### config.mk
export PLATFORM = sky130hd
export DESIGN_NAME = pulse_peak_detector_flat
export DESIGN_NICKNAME = d
export VERILOG_FILES = /design/src/rtl/pulse_peak_detector_if.sv /design/src/rtl/pulse_peak_detector.sv /design/src/flat_wrapper.sv
export SDC_FILE = /design/constraint.sdc
export NUM_CORES = 1
export LEC_CHECK = 0
export ABC_AREA = 1
export CORE_UTILIZATION = 35
export DETAILED_ROUTE_END_ITERATION = 10
export GPL_ROUTABILITY_DRIVEN = 0
export MAX_ROUTING_LAYER = met4
export PLACE_DENSITY_LB_ADDON = 0.08
export SYNTH_ARGS = -nofsm -noshare
export SYNTH_HDL_FRONTEND = slang
export SYNTH_SLANG_ARGS = --single-unit
### constraint.sdc
create_clock -name clk -period 3.5 [get_ports clk]
set_input_delay 0.875 -clock clk [delete_from_list [all_inputs] [get_ports clk]]
set_output_delay 0.875 -clock clk [all_outputs]
set_load 0.02 [all_outputs]
### src/rtl/pulse_peak_detector_if.sv
// ----------------------------------------------------------------------------
// pulse_peak_detector_if
// Event record channel of the pulse peak detector (valid/ready handshake).
//   event_valid   record valid (master -> slave)
//   event_ready   consumer accepts the record (slave -> master)
//   event_peak    signed peak amplitude
//   event_time    timestamp of the peak sample
//   event_width   samples above threshold, saturating
//   event_pileup  pile-up seen within the pulse
// ----------------------------------------------------------------------------
interface pulse_peak_detector_if #(
  parameter int DATA_W = 16,
  parameter int TS_W   = 16,
  parameter int WID_W  = 8
);
  logic                     event_valid;
  logic                     event_ready;
  logic signed [DATA_W-1:0] event_peak;
  logic [TS_W-1:0]          event_time;
  logic [WID_W-1:0]         event_width;
  logic                     event_pileup;

  modport master (
    output event_valid, event_peak, event_time, event_width, event_pileup,
    input  event_ready
  );

  modport slave (
    input  event_valid, event_peak, event_time, event_width, event_pileup,
    output event_ready
  );
endinterface

### src/rtl/pulse_peak_detector.sv
// ----------------------------------------------------------------------------
// pulse_peak_detector
// Thresholds the filtered signed sample stream, tracks each pulse and emits
// one record per pulse (peak, peak timestamp, width, pile-up flag) through a
// one-deep valid/ready buffer. Records arriving while the buffer is full are
// dropped and counted.
//
// Ports:
//   clk         system clock
//   reset       asynchronous, active-low reset
//   input_data  signed filtered sample, one per clock
//   threshold   signed trigger level, quasi-static
//   evt         record channel (pulse_peak_detector_if.master)
//   lost_count  records dropped on a full buffer, saturating
//
// Optional feature: define PULSE_PILEUP_DETECT_EN to build the falling-edge /
// pile-up tracking. Without it event_pileup is constant 0.
//
// state  | meaning
// -------+--------------------------------------------------------------
// IDLE   | waiting for a registered sample above threshold
// RISE   | inside a pulse: tracking peak, width, pile-up
// DEAD   | DEAD_TIME cycles after a pulse, input ignored
// ----------------------------------------------------------------------------
module pulse_peak_detector #(
  parameter int SIZE_FILTER_DATA = 13,
  parameter int DATA_W           = SIZE_FILTER_DATA + 3,
  parameter int TS_W             = 16,
  parameter int WID_W            = 8,
  parameter int DEAD_TIME        = 8,
  parameter int PILEUP_HYST      = 4
) (
  input  logic                     clk,
  input  logic                     reset,
  input  logic signed [DATA_W-1:0] input_data,
  input  logic signed [DATA_W-1:0] threshold,
  pulse_peak_detector_if.master    evt,
  output logic [15:0]              lost_count
);

  typedef enum logic [1:0] {S_IDLE, S_RISE, S_DEAD} state_t;

  localparam int               CNT_W   = (DEAD_TIME > 1) ? $clog2(DEAD_TIME) : 1;
  localparam logic [WID_W-1:0] WID_MAX = '1;

  state_t                   state_q;
  logic [CNT_W-1:0]         dead_cnt_q;
  logic [TS_W-1:0]          ts_q, ts_r_q, ts_d;
  logic signed [DATA_W-1:0] d_q;
  logic signed [DATA_W-1:0] peak_q;
  logic [TS_W-1:0]          time_q;
  logic [WID_W-1:0]         width_q;

  logic                     ev_valid_q;
  logic signed [DATA_W-1:0] ev_peak_q;
  logic [TS_W-1:0]          ev_time_q;
  logic [WID_W-1:0]         ev_width_q;
  logic [15:0]              lost_q;

  logic above;
  logic buf_free;

  // ts_r carries the value ts takes on the same edge, so a sample captured on
  // the first edge out of reset is stamped 1.
  assign ts_d     = ts_q + 1'b1;
  assign above    = d_q > threshold;
  assign buf_free = !ev_valid_q || evt.event_ready;

`ifdef PULSE_PILEUP_DETECT_EN
  localparam int EXT_W = DATA_W + 1;
  logic signed [DATA_W-1:0] d_prev_q;
  logic                     falling_q, pileup_q, ev_pileup_q;
  logic signed [EXT_W-1:0]  d_ext, prev_hyst;
  logic                     fall_now, pile_now;

  // Extended by one bit so d_prev + hysteresis cannot wrap near full scale.
  assign d_ext     = {d_q[DATA_W-1], d_q};
  assign prev_hyst = {d_prev_q[DATA_W-1], d_prev_q} + $signed(EXT_W'(PILEUP_HYST));
  assign fall_now  = d_q < d_prev_q;
  assign pile_now  = falling_q && (d_ext > prev_hyst);
  assign evt.event_pileup = ev_pileup_q;
`else
  assign evt.event_pileup = 1'b0;
`endif

  always_ff @(posedge clk or negedge reset) begin
    if (!reset) begin
      state_q    <= S_IDLE;
      dead_cnt_q <= '0;
      ts_q       <= '0;
      ts_r_q     <= '0;
      d_q        <= '0;
      peak_q     <= '0;
      time_q     <= '0;
      width_q    <= '0;
      ev_valid_q <= 1'b0;
      ev_peak_q  <= '0;
      ev_time_q  <= '0;
      ev_width_q <= '0;
      lost_q     <= '0;
`ifdef PULSE_PILEUP_DETECT_EN
      d_prev_q    <= '0;
      falling_q   <= 1'b0;
      pileup_q    <= 1'b0;
      ev_pileup_q <= 1'b0;
`endif
    end else begin
      ts_q   <= ts_d;
      ts_r_q <= ts_d;
      d_q    <= input_data;
`ifdef PULSE_PILEUP_DETECT_EN
      d_prev_q <= d_q;
`endif
      if (ev_valid_q && evt.event_ready) ev_valid_q <= 1'b0;

      case (state_q)
        S_IDLE: begin
          if (above) begin
            state_q <= S_RISE;
            peak_q  <= d_q;
            time_q  <= ts_r_q;
            width_q <= {{(WID_W-1){1'b0}}, 1'b1};
`ifdef PULSE_PILEUP_DETECT_EN
            falling_q <= 1'b0;
            pileup_q  <= 1'b0;
`endif
          end
        end

        S_RISE: begin
          if (above) begin
            // Strict compare: a repeated maximum keeps the first timestamp.
            if (d_q > peak_q) begin
              peak_q <= d_q;
              time_q <= ts_r_q;
            end
            if (width_q != WID_MAX) width_q <= width_q + 1'b1;
`ifdef PULSE_PILEUP_DETECT_EN
            if (fall_now) falling_q <= 1'b1;
            if (pile_now) pileup_q  <= 1'b1;
`endif
          end else begin
            if (buf_free) begin
              ev_valid_q <= 1'b1;
              ev_peak_q  <= peak_q;
              ev_time_q  <= time_q;
              ev_width_q <= width_q;
`ifdef PULSE_PILEUP_DETECT_EN
              ev_pileup_q <= pileup_q;
`endif
            end else if (lost_q != 16'hFFFF) begin
              lost_q <= lost_q + 16'd1;
            end
            state_q    <= (DEAD_TIME > 0) ? S_DEAD : S_IDLE;
            dead_cnt_q <= CNT_W'(DEAD_TIME - 1);
          end
        end

        S_DEAD: begin
          if (dead_cnt_q == '0) state_q <= S_IDLE;
          else                  dead_cnt_q <= dead_cnt_q - 1'b1;
        end

        default: state_q <= S_IDLE;
      endcase
    end
  end

  assign evt.event_valid = ev_valid_q;
  assign evt.event_peak  = ev_peak_q;
  assign evt.event_time  = ev_time_q;
  assign evt.event_width = ev_width_q;
  assign lost_count      = lost_q;

endmodule

### src/flat_wrapper.sv
// flat-port wrapper written by rule: the top's interface ports become plain ports
module pulse_peak_detector_flat 
#(
  parameter int SIZE_FILTER_DATA = 13,
  parameter int DATA_W           = SIZE_FILTER_DATA + 3,
  parameter int TS_W             = 16,
  parameter int WID_W            = 8,
  parameter int DEAD_TIME        = 8,
  parameter int PILEUP_HYST      = 4
)
  (clk, reset, input_data, threshold, lost_count, evt_event_valid, evt_event_peak, evt_event_time, evt_event_width, evt_event_pileup, evt_event_ready);
  pulse_peak_detector_if #(.DATA_W(DATA_W), .TS_W(TS_W), .WID_W(WID_W)) evt_i ();
  input  logic clk;
  input  logic reset;
  input  logic signed [DATA_W-1:0] input_data;
  input  logic signed [DATA_W-1:0] threshold;
  output logic [15:0] lost_count;
  output wire logic [$bits(evt_i.event_valid)-1:0] evt_event_valid;
  output wire logic [$bits(evt_i.event_peak)-1:0] evt_event_peak;
  output wire logic [$bits(evt_i.event_time)-1:0] evt_event_time;
  output wire logic [$bits(evt_i.event_width)-1:0] evt_event_width;
  output wire logic [$bits(evt_i.event_pileup)-1:0] evt_event_pileup;
  input wire logic [$bits(evt_i.event_ready)-1:0] evt_event_ready;
  assign evt_event_valid = evt_i.event_valid;
  assign evt_event_peak = evt_i.event_peak;
  assign evt_event_time = evt_i.event_time;
  assign evt_event_width = evt_i.event_width;
  assign evt_event_pileup = evt_i.event_pileup;
  assign evt_i.event_ready = evt_event_ready;
  pulse_peak_detector #(.SIZE_FILTER_DATA(SIZE_FILTER_DATA), .DATA_W(DATA_W), .TS_W(TS_W), .WID_W(WID_W), .DEAD_TIME(DEAD_TIME), .PILEUP_HYST(PILEUP_HYST)) u_core (.clk(clk), .reset(reset), .input_data(input_data), .threshold(threshold), .evt(evt_i), .lost_count(lost_count));
endmodule
Yosys cells after proc, flatten, opt, wreduce, memory -nomap -nowiden

Cells that the tools add are included.

Logic and storage cells: 67
Output and inout bits: 58
Bits of input ports: 35
Bits in registers: 134

Magnitude comparators: 2
Bitwise logic cells: 2
Add/sub/neg operators: 4
Reduce and logical (&&, ||, !) cells: 13
Equal/unequal tests: 11
Muxes and demuxes: 23

Operators with widths:

| operator                                                                 | count |
|---|---|
| 16-bit two-way mux                                                       | 6 |
| 16-bit one-hot mux with 2 select lines                                   | 2 |
| 16-bit by 1-bit adder with 16-bit output (second input constant)         | 2 |
| 16-bit > comparator                                                      | 2 |
| 8-bit two-way mux                                                        | 3 |
| 16-bit inequality test (second input constant)                           | 1 |
| 8-bit one-hot mux with 2 select lines                                    | 1 |
| 4-bit AND reduction                                                      | 3 |
| 2-bit by 1-bit inequality test with 1-bit output (second input constant) | 5 |
| 3-bit AND reduction                                                      | 3 |
| 8-bit by 1-bit adder with 8-bit output (second input constant)           | 1 |
| 8-bit inequality test (second input constant)                            | 1 |
| 2-bit two-way mux                                                        | 3 |
| 3-bit two-way mux                                                        | 2 |
| 2-bit one-hot mux with 3 select lines                                    | 1 |
| 3-bit one-hot mux with 2 select lines                                    | 1 |
| 1-bit two-way mux                                                        | 4 |
| 2-bit inequality test (second input constant)                            | 2 |
| 2-bit nonzero test                                                       | 2 |
| 3-bit zero test                                                          | 1 |
| 3-bit by 1-bit subtractor with 3-bit output (second input constant)      | 1 |
| 2-bit by 1-bit == test with 1-bit output (second input constant)         | 1 |
| 2-bit == test (second input constant)                                    | 1 |
| 2-bit zero test                                                          | 1 |
| other kinds (4)                                                          | 5 |

Logic depth before layout (Yosys ltp)

Gate-level depths: netlist of the first run.

Depth in word-level cells: 5
Depth in mapped cells: 19
Gate-level depth less buffers: 18

Worst setup path before layout of the first run

OpenSTA, ideal clock, no wires.

Path kind: input to register
Start: input threshold[15]
End: register u_core.peak_q[10]
Data required time: 3383 ps
Path slack: 989 ps
Data arrival time: 2394 ps
Cell stages on the path: 13
Path through: inv_1 -> ha_1 -> a21oi_1 -> o21ai_1 -> a21oi_1 -> nand2_1 -> nand2_2 -> nand3_4 -> nor2_4 -> nand2_2 -> buf_6 -> nand2_1 -> nand2_1

Longest elaborated chain between the ends: 3

RTL lines:

| element                                                           | line                       | RTL |
|---|---|---|
| from (decl)                                                       | flat_wrapper.sv:16         | `input logic signed [DATA_W-1:0] threshold;` |
| 16-bit > comparator *                                             | pulse_peak_detector.sv:66  | `assign above = d_q > threshold;` |
| 2-bit by 1-bit inequality test with 1-bit output (no source line) | -                          |  |
| 4-bit AND reduction (no source line) *                            | -                          |  |
| to (signal assigned)                                              | pulse_peak_detector.sv:120 | `peak_q <= d_q;` |
| to (signal assigned)                                              | pulse_peak_detector.sv:134 | `peak_q <= d_q;` |
| to (decl)                                                         | pulse_peak_detector.sv:50  | `logic signed [DATA_W-1:0] peak_q;` |

Mark *: on every way between the ends. The rest lies on a longest branch, timed or not.
A chain may end at the register's enable or synchronous reset.

Worst setup path in the final report of the first run

Start: input threshold[15]
End: register u_core.ev_peak_q[14], in the netlist u_core.evt.event_peak[14]

Longest elaborated chain between the ends: 3

RTL lines:

| element                              | line                       | RTL |
|---|---|---|
| 16-bit > comparator                  | pulse_peak_detector.sv:66  |  |
| 1-bit inverter (no source line)      | -                          |  |
| 3-bit AND reduction (no source line) | -                          |  |
| to (signal assigned)                 | pulse_peak_detector.sv:145 | `ev_peak_q <= peak_q;` |
| to (decl)                            | pulse_peak_detector.sv:55  | `logic signed [DATA_W-1:0] ev_peak_q;` |

Every way passes these cells.

==> flow_summary.toml, run 1 <==
[run_status]
status = "finished, final reports clean"

[route]
wl_um = 14800
ant_nets = 0
dr.first_iter.drc_count = 283
avgRoutedWirePerCell_um = 13.4
vias = 5220
drt-pass1-iter-count = 5
drcViolationCount = 0
wl_met2_um = 7050
top_layer_used = "met4"
drt-met1-wl_um = 7110
vias_per_cell = 4.73
met3WireLength_um = 507

[logic_synthesis]
mappedNetlistArea_um2 = 6610
synth.distinct_cells = 35
synthCells = 764
async_flop_share_pct = 100
synth.mux.area_fraction_pct = 0
synthAdderAreaFrac_pct = 7.57
synth_ff_type = "dfrtp_1"
synth_top_area_share_pct = 50.7
synth_top_family_by_area = "simple AND/OR/NAND/NOR gates"
synth.area.top_cells = "dfrtp_1 (51%), nand2_1 (17%), ha_1 (7.6%)"
yosysSeqAreaShare_pct = 50.7
yosys.area_share.simple_pct = 28.2
synth_nets = 839
synth-compound-area-share_pct = 2.31
syn_area_per_cell_um2 = 8.65
ys_ff_latch = 134
synth_edf_count = 0
synth_area_leader_cell = "dfrtp_1"
synthXorXnorAreaFrac_pct = 4.37
ys_warn_count = 0

[placement]
dp_cells = 1073
hpwl_um = 10600
place_area_um2 = 7770
dp_slack_ns = 0.268
numPortBuffers = 91

[final_layout]
antenna_cells = 0
nets = 938
fin_area_um2 = 8390
areaGrowthSynthToFinish_pct = 27.0
final_util_pct = 46.1
stdcell_count = 1104
drive_gt1_share_pct = 6.51

[setup_path]
crit_path_end_kind = "register"
arrival_ns = 3.08
cp_num_buf_inv = 4
critPathKind = "in2reg"
slowest_stage = "clkdlybuf4s50_1"
startpoint_type = "primary input"
path_cells = "clkdlybuf4s50_1 > inv_1 > ha_1 > nand2_1 > nor3_2 > nand2_1 > nand2_1 > nand2_2 > nand3_4 > nand2_4 > inv_6 > nand2_4 > buf_12 > nand2_1 > nand2_1"
crit_family = "simple AND/OR/NAND/NOR gates"
slowest_delay_ns = 0.46
cp_max_fo = 19
required_ns = 3.80
cp_common_cell = "nand2_1"

[sta]
min_period_over_period_pct = 79.4
setup_viol = 0
drv_slew = 0
finalClockSkew_ns = 0.00796
min_period_ns = 2.78
slew_headroom_pct = 59.0
grt_setup_unrepaired = "false"
worst_slack_ns = 0.722
hold_viol = 0
fin_tns_setup_ns = 0
tightest_slew_ns = 0.614
clock.fmax_mhz = 360

[clock_network]
cts_setup_buffers = 0
cts_root_buf = "clkbuf_16"
clkSinkCount = 134
clockBufferDepth = 2
cts_max_level = 4
cts_buffers = 17
cts_tree = "done"
clk_pin_slew_ns = 0.06
clock_latency_ns = 0.41
hold_buffers = 0
ctsResizeCount = 0

[global_route]
grt_pass1_wl_um = 26000
grtUsageTotal_pct = 17.3
grt_pass1_vias = 5441
grt_max_degree = 77
antenna_found_initial = 0
overflow = 0

[flow_run]
maxCapViolCount = 0

[floorplan]
coreArea_um2 = 18200
ios = 93
floorplan.die_area_um2 = 19400
initial_core_util_pct = 36.3
chipHeight_um = 139
fp.dieW_um = 139
rows = 49

[pwr]
ir_drop_v = 0.000432
power.leakage_nw = 4.27
power_density_nw_per_um2 = 707

[worst_hold_path]
min_path_type = "in2async"
cell usage in the layout (no fill, tap or decap), drive strengths merged, types with 14 or more instances in the layout:
master	n
nand2	303
xnor2	14
clkbuf	21
clkdlybuf4s50	90
ha	40
nand3	79
inv	70
dfrtp	134
nor2	35
xor2	19
metal layers:
layer,track usage [%],up-vias
li1,-,2608
met5,-,-
met3,3.23,11
met1,21.9,2497
met2,27.5,104
met4,6.84,0
registers in the layout, summed over array words and instances, names as in the netlist:
name	flops
u_core.d_q	16
u_core.dead_cnt_q	3
u_core.evt.event_peak	16
u_core.evt.event_time	16
u_core.evt.event_valid	1
u_core.evt.event_width	8
u_core.lost_count	16
u_core.peak_q	16
u_core.state_q	2
u_core.time_q	16
u_core.ts_q	16
u_core.width_q	8
worst paths after layout:
| check | from | endpoint | slack, ns | cells past startpoint |
|---|---|---|---|---|
| worst max-delay path | threshold[15] | u_core.evt.event_peak[14] | 0.72 | 15 |
| min in group clk | u_core.dead_cnt_q[2] | u_core.dead_cnt_q[2] | 0.47 | 2 |
| worst min-delay path | reset | u_core.lost_count[10] | 0.42 | 1 |
| max in group asynchronous | reset | u_core.ts_q[7] | 2.28 | 2 |
| worst max register to register | u_core.peak_q[15] | u_core.time_q[5] | 1.03 | 13 |
| worst min register to register | u_core.dead_cnt_q[2] | u_core.dead_cnt_q[2] | 0.47 | 2 |
kinds of logic after synthesis:
logic type / count (synthesis)
XOR/XNOR: 33
adder cells (fa/ha/maj): 40
flip-flops: 134
AO/OA/AOI/OAI: 28
buffers and inverters: 91
other: 1
AND/OR/NAND/NOR: 437
cell usage after synthesis (3+ instances only):
master	instances
xnor2_1	14
a21oi_1	11
clkbuf_1	3
nor3_1	4
nand2_1	298
buf_2	3
dfrtp_1	134
inv_1	67
buf_6	8
o21ai_0	11
nand2_4	3
nor2_1	33
ha_1	40
nand3_1	76
buf_4	9
nand4_1	9
xor2_1	19
metrics by stage:
stage | total power, mW | hold WS, ns
6_report | 5.93 | 0.424
4_1_cts | 6.02 | 0.441
3_5_place_dp | 4.14 | 0.460
5_1_grt | 6.36 | 0.469
3_3_place_gp | 4.08 | 0.454
2_1_floorplan | 3.41 | 0.438
final cells by class:
type	count	area, µm²
fill	1765	9820
sequential	134	3350
multi-input combinational	539	2810
timing repair buffer	103	1060
clock buffer	21	470
tap	229	287
inverter	68	260
clock inverter	10	145
where the power goes:
group | internal [mW] | leakage [nW] | switching, mW
sequential | 1.87 | 1.74 | 0.237
clock | 1.18 | 0.284 | 0.673
combinational | 0.780 | 2.25 | 1.20
total | 3.83 | 4.27 | 2.11
Note: power is estimated with default switching activity, not from simulation.
==> inputs of run 2 (changes only) <==
- clock period: 3.5 -> 2.7 ns (I/O delays scaled with it)
==> flow_summary.toml, run 2 (same netlist as run 1, synthesis figures left out) <==
[route]
wl_um = 15100
drt-pass1-iter-count = 4
ant_nets = 0
avgRoutedWirePerCell_um = 13.4
vias = 5236
vias_per_cell = 4.64
dr.first_iter.drc_count = 310
drcViolationCount = 0

[sta]
clock.fmax_mhz = 385
min_period_ns = 2.60
worst_slack_ns = 0.102
tightest_slew_ns = 0.613
setup_viol = 0
finalClockSkew_ns = 0.00981
slew_headroom_pct = 59.1
hold_viol = 0
drv_slew = 0
min_period_over_period_pct = 96.2

[placement]
numPortBuffers = 91
dp_cells = 1088
hpwl_um = 10700
dp_slack_ns = -0.479
place_area_um2 = 7890

[run_status]
status = "finished, final reports clean"

[final_layout]
nets = 962
stdcell_count = 1128
antenna_cells = 0
fin_area_um2 = 8840
final_util_pct = 48.6
areaGrowthSynthToFinish_pct = 33.8
mostFrequentLayoutCells = "nand2_1 (292), dfrtp_1 (134), clkdlybuf4s50_1 (89)"
drive_gt1_share_pct = 11.1
layout_commonest_cell = "nand2_1"

[floorplan]
initial_core_util_pct = 36.3
chipHeight_um = 139
coreArea_um2 = 18200
floorplan.die_area_um2 = 19400
rows = 49
fp.dieW_um = 139
ios = 93

[pwr]
ir_drop_v = 0.000503
power_density_nw_per_um2 = 900
power.leakage_nw = 4.47
power_mw = 7.96

[setup_path]
startpoint_type = "primary input"
arrival_ns = 2.89
slowest_delay_ns = 0.46
r2r_cells = 16
required_ns = 2.99
reg2reg_to = "u_core.peak_q[6]"
slowest_stage = "clkdlybuf4s50_1"
path_cells = "clkdlybuf4s50_1 > inv_1 > ha_1 > nand2_1 > o21ai_1 > a21oi_4 > nand2_2 > nand2_2 > nand3_4 > nor2_4 > nand2_4 > clkbuf_16 > nand2_1 > nand2_1"
rrSetupSlack_ns = 0.33
cp_common_cell = "nand2_1"
cp-endpoint = "u_core.peak_q[6]"
startpoint = "threshold[14]"
crit_path_end_kind = "register"
rr_startpoint = "u_core.d_q[1]"
cp_max_fo = 6
critPathKind = "in2reg"

[clock_network]
cts_buffers = 17
cts_tree = "done"
hold_buffers = 0
clock_latency_ns = 0.41
clk_pin_slew_ns = 0.06
clockBufferDepth = 2
cts_max_level = 4
cts_root_buf = "clkbuf_16"
clkSinkCount = 134

[global_route]
overflow = 0
antenna_found_initial = 0
grt_pass1_wl_um = 25700
grt_max_degree = 63
grt_pass1_vias = 5272
grtUsageTotal_pct = 17.1

[flow_run]
maxCapViolCount = 0

[worst_hold_path]
min_path_type = "in2async"
## run 2: changes by cell type in the layout (fill, tap and decap cells not counted), moves of 4 or more
cell       delta
nand2_1       -6
ha_4          +8
ha_1          -8
clkbuf_16     +5
nand2_2       +4
buf_8         +7
buf_4        +11
## run 2: final cells by class
type,count,area [µm²]
Clock buffer,23,468
Clock inverter,8,98.8
Fill cell,1757,9370
Inverter,68,260
Multi-Input combinational cell,539,2980
Sequential cell,134,3350
Tap cell,229,287
Timing Repair Buffer,127,1400
## run 2: timing repair
item / CTS / global route
endpoints found under the setup margin: 6 / 78
gates cloned: 0 / 5
pin swaps: 0 / 15
setup buffers: 0 / 4
gates resized for setup: 1 / 41
## run 2: per-stage QoR
stage	hold WS [ns]	setup TNS [ns]
2_1_floorplan	0.379	0
3_3_place_gp	0.454	-29.90
3_5_place_dp	0.458	-33.91
4_1_cts	0.265	0
5_1_grt	0.268	-0.252
6_report	0.236	0
## run 2: routing by layer
| metal | part of all wire (%) | routed length (µm) | global-route usage, % |
|---|---|---|---|
| met5 | 0 | 0 | - |
| met4 | 0.74 | 112 | 4.21 |
| met3 | 3.4 | 514 | 4.37 |
| met2 | 48 | 7280 | 27.7 |
| met1 | 48 | 7210 | 21.2 |
## run 2: how the worst min path moves through the flow
stage | start | to | slack (ns) | cells past startpoint
finish | reset | u_core.lost_count[7] | 0.24 | 1
global route | reset | u_core.lost_count[7] | 0.27 | 1
CTS | reset | u_core.lost_count[7] | 0.27 | 1
detailed placement | u_core.evt.event_time[5] | u_core.evt.event_time[5] | 0.46 | 2
global placement | u_core.dead_cnt_q[1] | u_core.dead_cnt_q[1] | 0.45 | 2
floorplan | reset | u_core.d_q[0] | 0.38 | 0
## run 2: power by group
part | internal, mW | switching (mW) | leakage [nW]
clock network | 1.40 | 0.846 | 0.273
logic | 1.34 | 1.65 | 2.46
registers | 2.43 | 0.297 | 1.74
## run 2: worst max-delay path: cells and delay by family
family / cells / cell delay (ns)
and+or+nand+nor: 8 / 0.89
AOI/OAI and AO/OA: 2 / 0.32
adders and majority gates: 1 / 0.28
buffers and inverters: 3 / 0.72
==> patch (config.mk and constraints of run 2) <==
Encoding of `state_t`: now one-hot (3 bits for 3 states).
--- a/src/rtl/pulse_peak_detector.sv
+++ b/src/rtl/pulse_peak_detector.sv
@@ -38,7 +38,7 @@
   output logic [15:0]              lost_count
 );
 
-  typedef enum logic [1:0] {S_IDLE, S_RISE, S_DEAD} state_t;
+  typedef enum logic [2:0] {S_IDLE = 3'b001, S_RISE = 3'b010, S_DEAD = 3'b100} state_t;
 
   localparam int               CNT_W   = (DEAD_TIME > 1) ? $clog2(DEAD_TIME) : 1;
   localparam logic [WID_W-1:0] WID_MAX = '1;
Formal check against the unedited RTL: same outputs for any inputs over 4 cycles, from zero or initial values and one cycle with reset low; so few cycles prove little.
==> patch against run 2 <==
  * The run now ends with DRC left
  * Sequential cell count up 1
  * Non-clock buffer count down 21
  * Design area down 5.2%
  * Area after synthesis down 1.6%
  * Largest cell class unchanged
  * Global-route usage down 0.64 points
  * Worst setup slack better by 64 ps
  * Critical path depth unchanged
  * Critical endpoint is now u_core.lost_count[13]
  * Power down 8.1%
  * Routed wire length down 8.7%
  * Fmax up 2.5%
  * First-iteration DRC count down 13%
  * Clock skew up 1.1 ps
  * Synthesized cell count down 4.6%
==> patch: results (changes against run 2) <==
.. list-table::
   :header-rows: 1

   * - Metric
     - Value
   * - Longest individual stage delay on the worst path
     - 460 ps (about the same)
   * - Port Buffer Count
     - 91 (unchanged)
   * - Count of cell types in the netlist
     - 36 (+2.9%)
   * - Highest ir drop seen on vdd
     - 0.554 mV (+10%)
   * - Pin slew with the least headroom to its limit
     - 646 ps (+32.5 ps)
   * - Synth top cells by count
     - nand2_1 (199), dfrtp_1 (134), inv_1 (104)
   * - Main synth FF type
     - dfrtp_1
   * - Critical register-to-register path endpoint
     - u_core.peak_q[8]
   * - FF-to-FF Start
     - u_core.d_q[15]
   * - Clock latency at the later pin of the worst-skew pair
     - 420 ps
   * - Clk pin slew, worst setup/hold paths
     - 60 ps (about the same)
   * - Layout Skew
     - 10.9 ps (+1.06 ps)
   * - First-pass GRT wire length
     - 24,300 um (-5.2%)
   * - Vias in the first global route
     - 4,992 (-5.3%)
   * - Total wirelength of the detailed-routed design
     - 13,800 um (-8.7%)
   * - Reg-to-reg slack, setup
     - 440 ps (+110 ps)
   * - Antenna diode instance count
     - 0 (unchanged)
   * - Outcome
     - finished, violations left
   * - Number of design-rule violations left by the first detailed-router iteration
     - 271 (-13%)
   * - H-tree level count
     - 4 (unchanged)
   * - Pin count of the biggest net entering global routing
     - 68 (+7.9%)
   * - Post-synthesis net count
     - 801 (-4.5%)
   * - Vias after detailed routing
     - 4,859 (-7.2%)
   * - Yosys synthesis warning count
     - 0 (unchanged)
   * - Max clock buf depth
     - 2 (unchanged)
   * - Clock root buffer
     - clkbuf_16
   * - Max stage delay cell, worst path
     - clkdlybuf4s50_1
   * - All-layer global routing usage
     - 16.4% (-0.64 points)
   * - FFs w/ async S/R, synth
     - 100% (unchanged)
   * - Worst-case hold slack
     - 262 ps (+26.1 ps)
   * - Leakage
     - 3.98 nW (-11%)
   * - Proportion of layout cells with a drive suffix above 1
     - 7.57% (-3.5 points)
   * - R2R depth
     - 12 (-4)
   * - Critical Path Fanout Max
     - 31 (+25)
   * - Nets
     - 904 (-6.0%)
   * - Ranking of synthesized cells by area
     - dfrtp_1 (52%), nand2_1 (11%), ha_1 (7.1%), inv_1 (6.0%), nand3_1 (4.5%)
   * - CTS buffer count
     - 17 (unchanged)
   * - Residual DRC count
     - 11 (+11)
   * - Worst min path class
     - in2async
   * - Number of antenna violations at the first check in global routing
     - 0 (unchanged)
   * - HPWL after detailed placement
     - 9880 um (-8.0%)
   * - DR pass1 iterations
     - 10 (+6)
   * - Sequential-to-total area share from yosys stat
     - 52.0% (+1.3 points)
   * - Area after detailed placement
     - 7710 um2 (-2.2%)
   * - Failing checks
     - DRC
   * - Data arrival time of the worst path
     - 2830 ps (-60 ps)
   * - Delay-heaviest family, CP
     - buffers and inverters
-- patch: how the worst max path moves through the flow --
stage / start / to / depth (start not counted)
2_1_floorplan: threshold[15] / u_core.time_q[9] / 13
3_3_place_gp: threshold[7] / u_core.peak_q[8] / 14
3_5_place_dp: threshold[7] / u_core.peak_q[8] / 14
4_1_cts: threshold[7] / u_core.peak_q[8] / 14
5_1_grt: threshold[3] / u_core.time_q[15] / 15
6_report: threshold[7] / u_core.lost_count[13] / 14
-- patch: layout make-up --
class,count,area [um2]
well taps,229,287
fillers,1744,9710
repair buffers,106,1100
flip-flops and latches,135,3380
clock buffers,19,443
inverters,107,402
clock inverters,13,194
multi-input cells,465,2580
-- patch: stage by stage --
step / worst slack, ps / util, % / TNS, ps / cells / total power, mW
finish: 165 / 46.3 / 0 / 1074 / 7.32
floorplan: 432 / - / 0 / 729 / 4.10
global placement: -275 / 42.6 / -19920 / 1041 / 4.80
detailed placement: -362 / 42.6 / -25200 / 1041 / 4.85
CTS: 76.1 / 46.2 / 0 / 1073 / 7.40
global route: -23.4 / 46.3 / -119 / 1074 / 7.84
-- patch: cell families (layout without fill, tap and decap cells) --
logic type                 count (synthesis)  count (layout)  share of synthesized area, %
adders and majority gates                 37              37                          7.12
buffers and inverters                    129             245                          8.53
other                                      1               1                        0.0577
DFF                                      135             135                          52.0
and+or+nand+nor                          313             313                          21.4
xor gates and xnor gates                  33              33                          4.45
AOI/OAI and AO/OA                         81              81                          6.45
-- patch: timing repair --
item	in CTS	in global routing
setup endpoints to repair	0	39
resized for setup	0	5
hold buffers	0	0
buffers inserted	0	1
-- patch: where the power goes --
group          leakage, nW  internal, mW  total, mW  switching (mW)
registers             1.76          2.43       2.69           0.258
clock network        0.297          1.58       2.49           0.910
logic                 1.93         0.874       2.14            1.27
-- patch: routing by layer --
metal / routed length (um) / track usage [%] / vias up / part of all wire (%)
li1: - / - / 2503 / -
met1: 6840 / 20.8 / 2259 / 50
met2: 6410 / 25.7 / 86 / 46
met3: 429 / 3.98 / 11 / 3.1
met4: 129 / 5.50 / 0 / 0.93
met5: 0 / - / - / 0
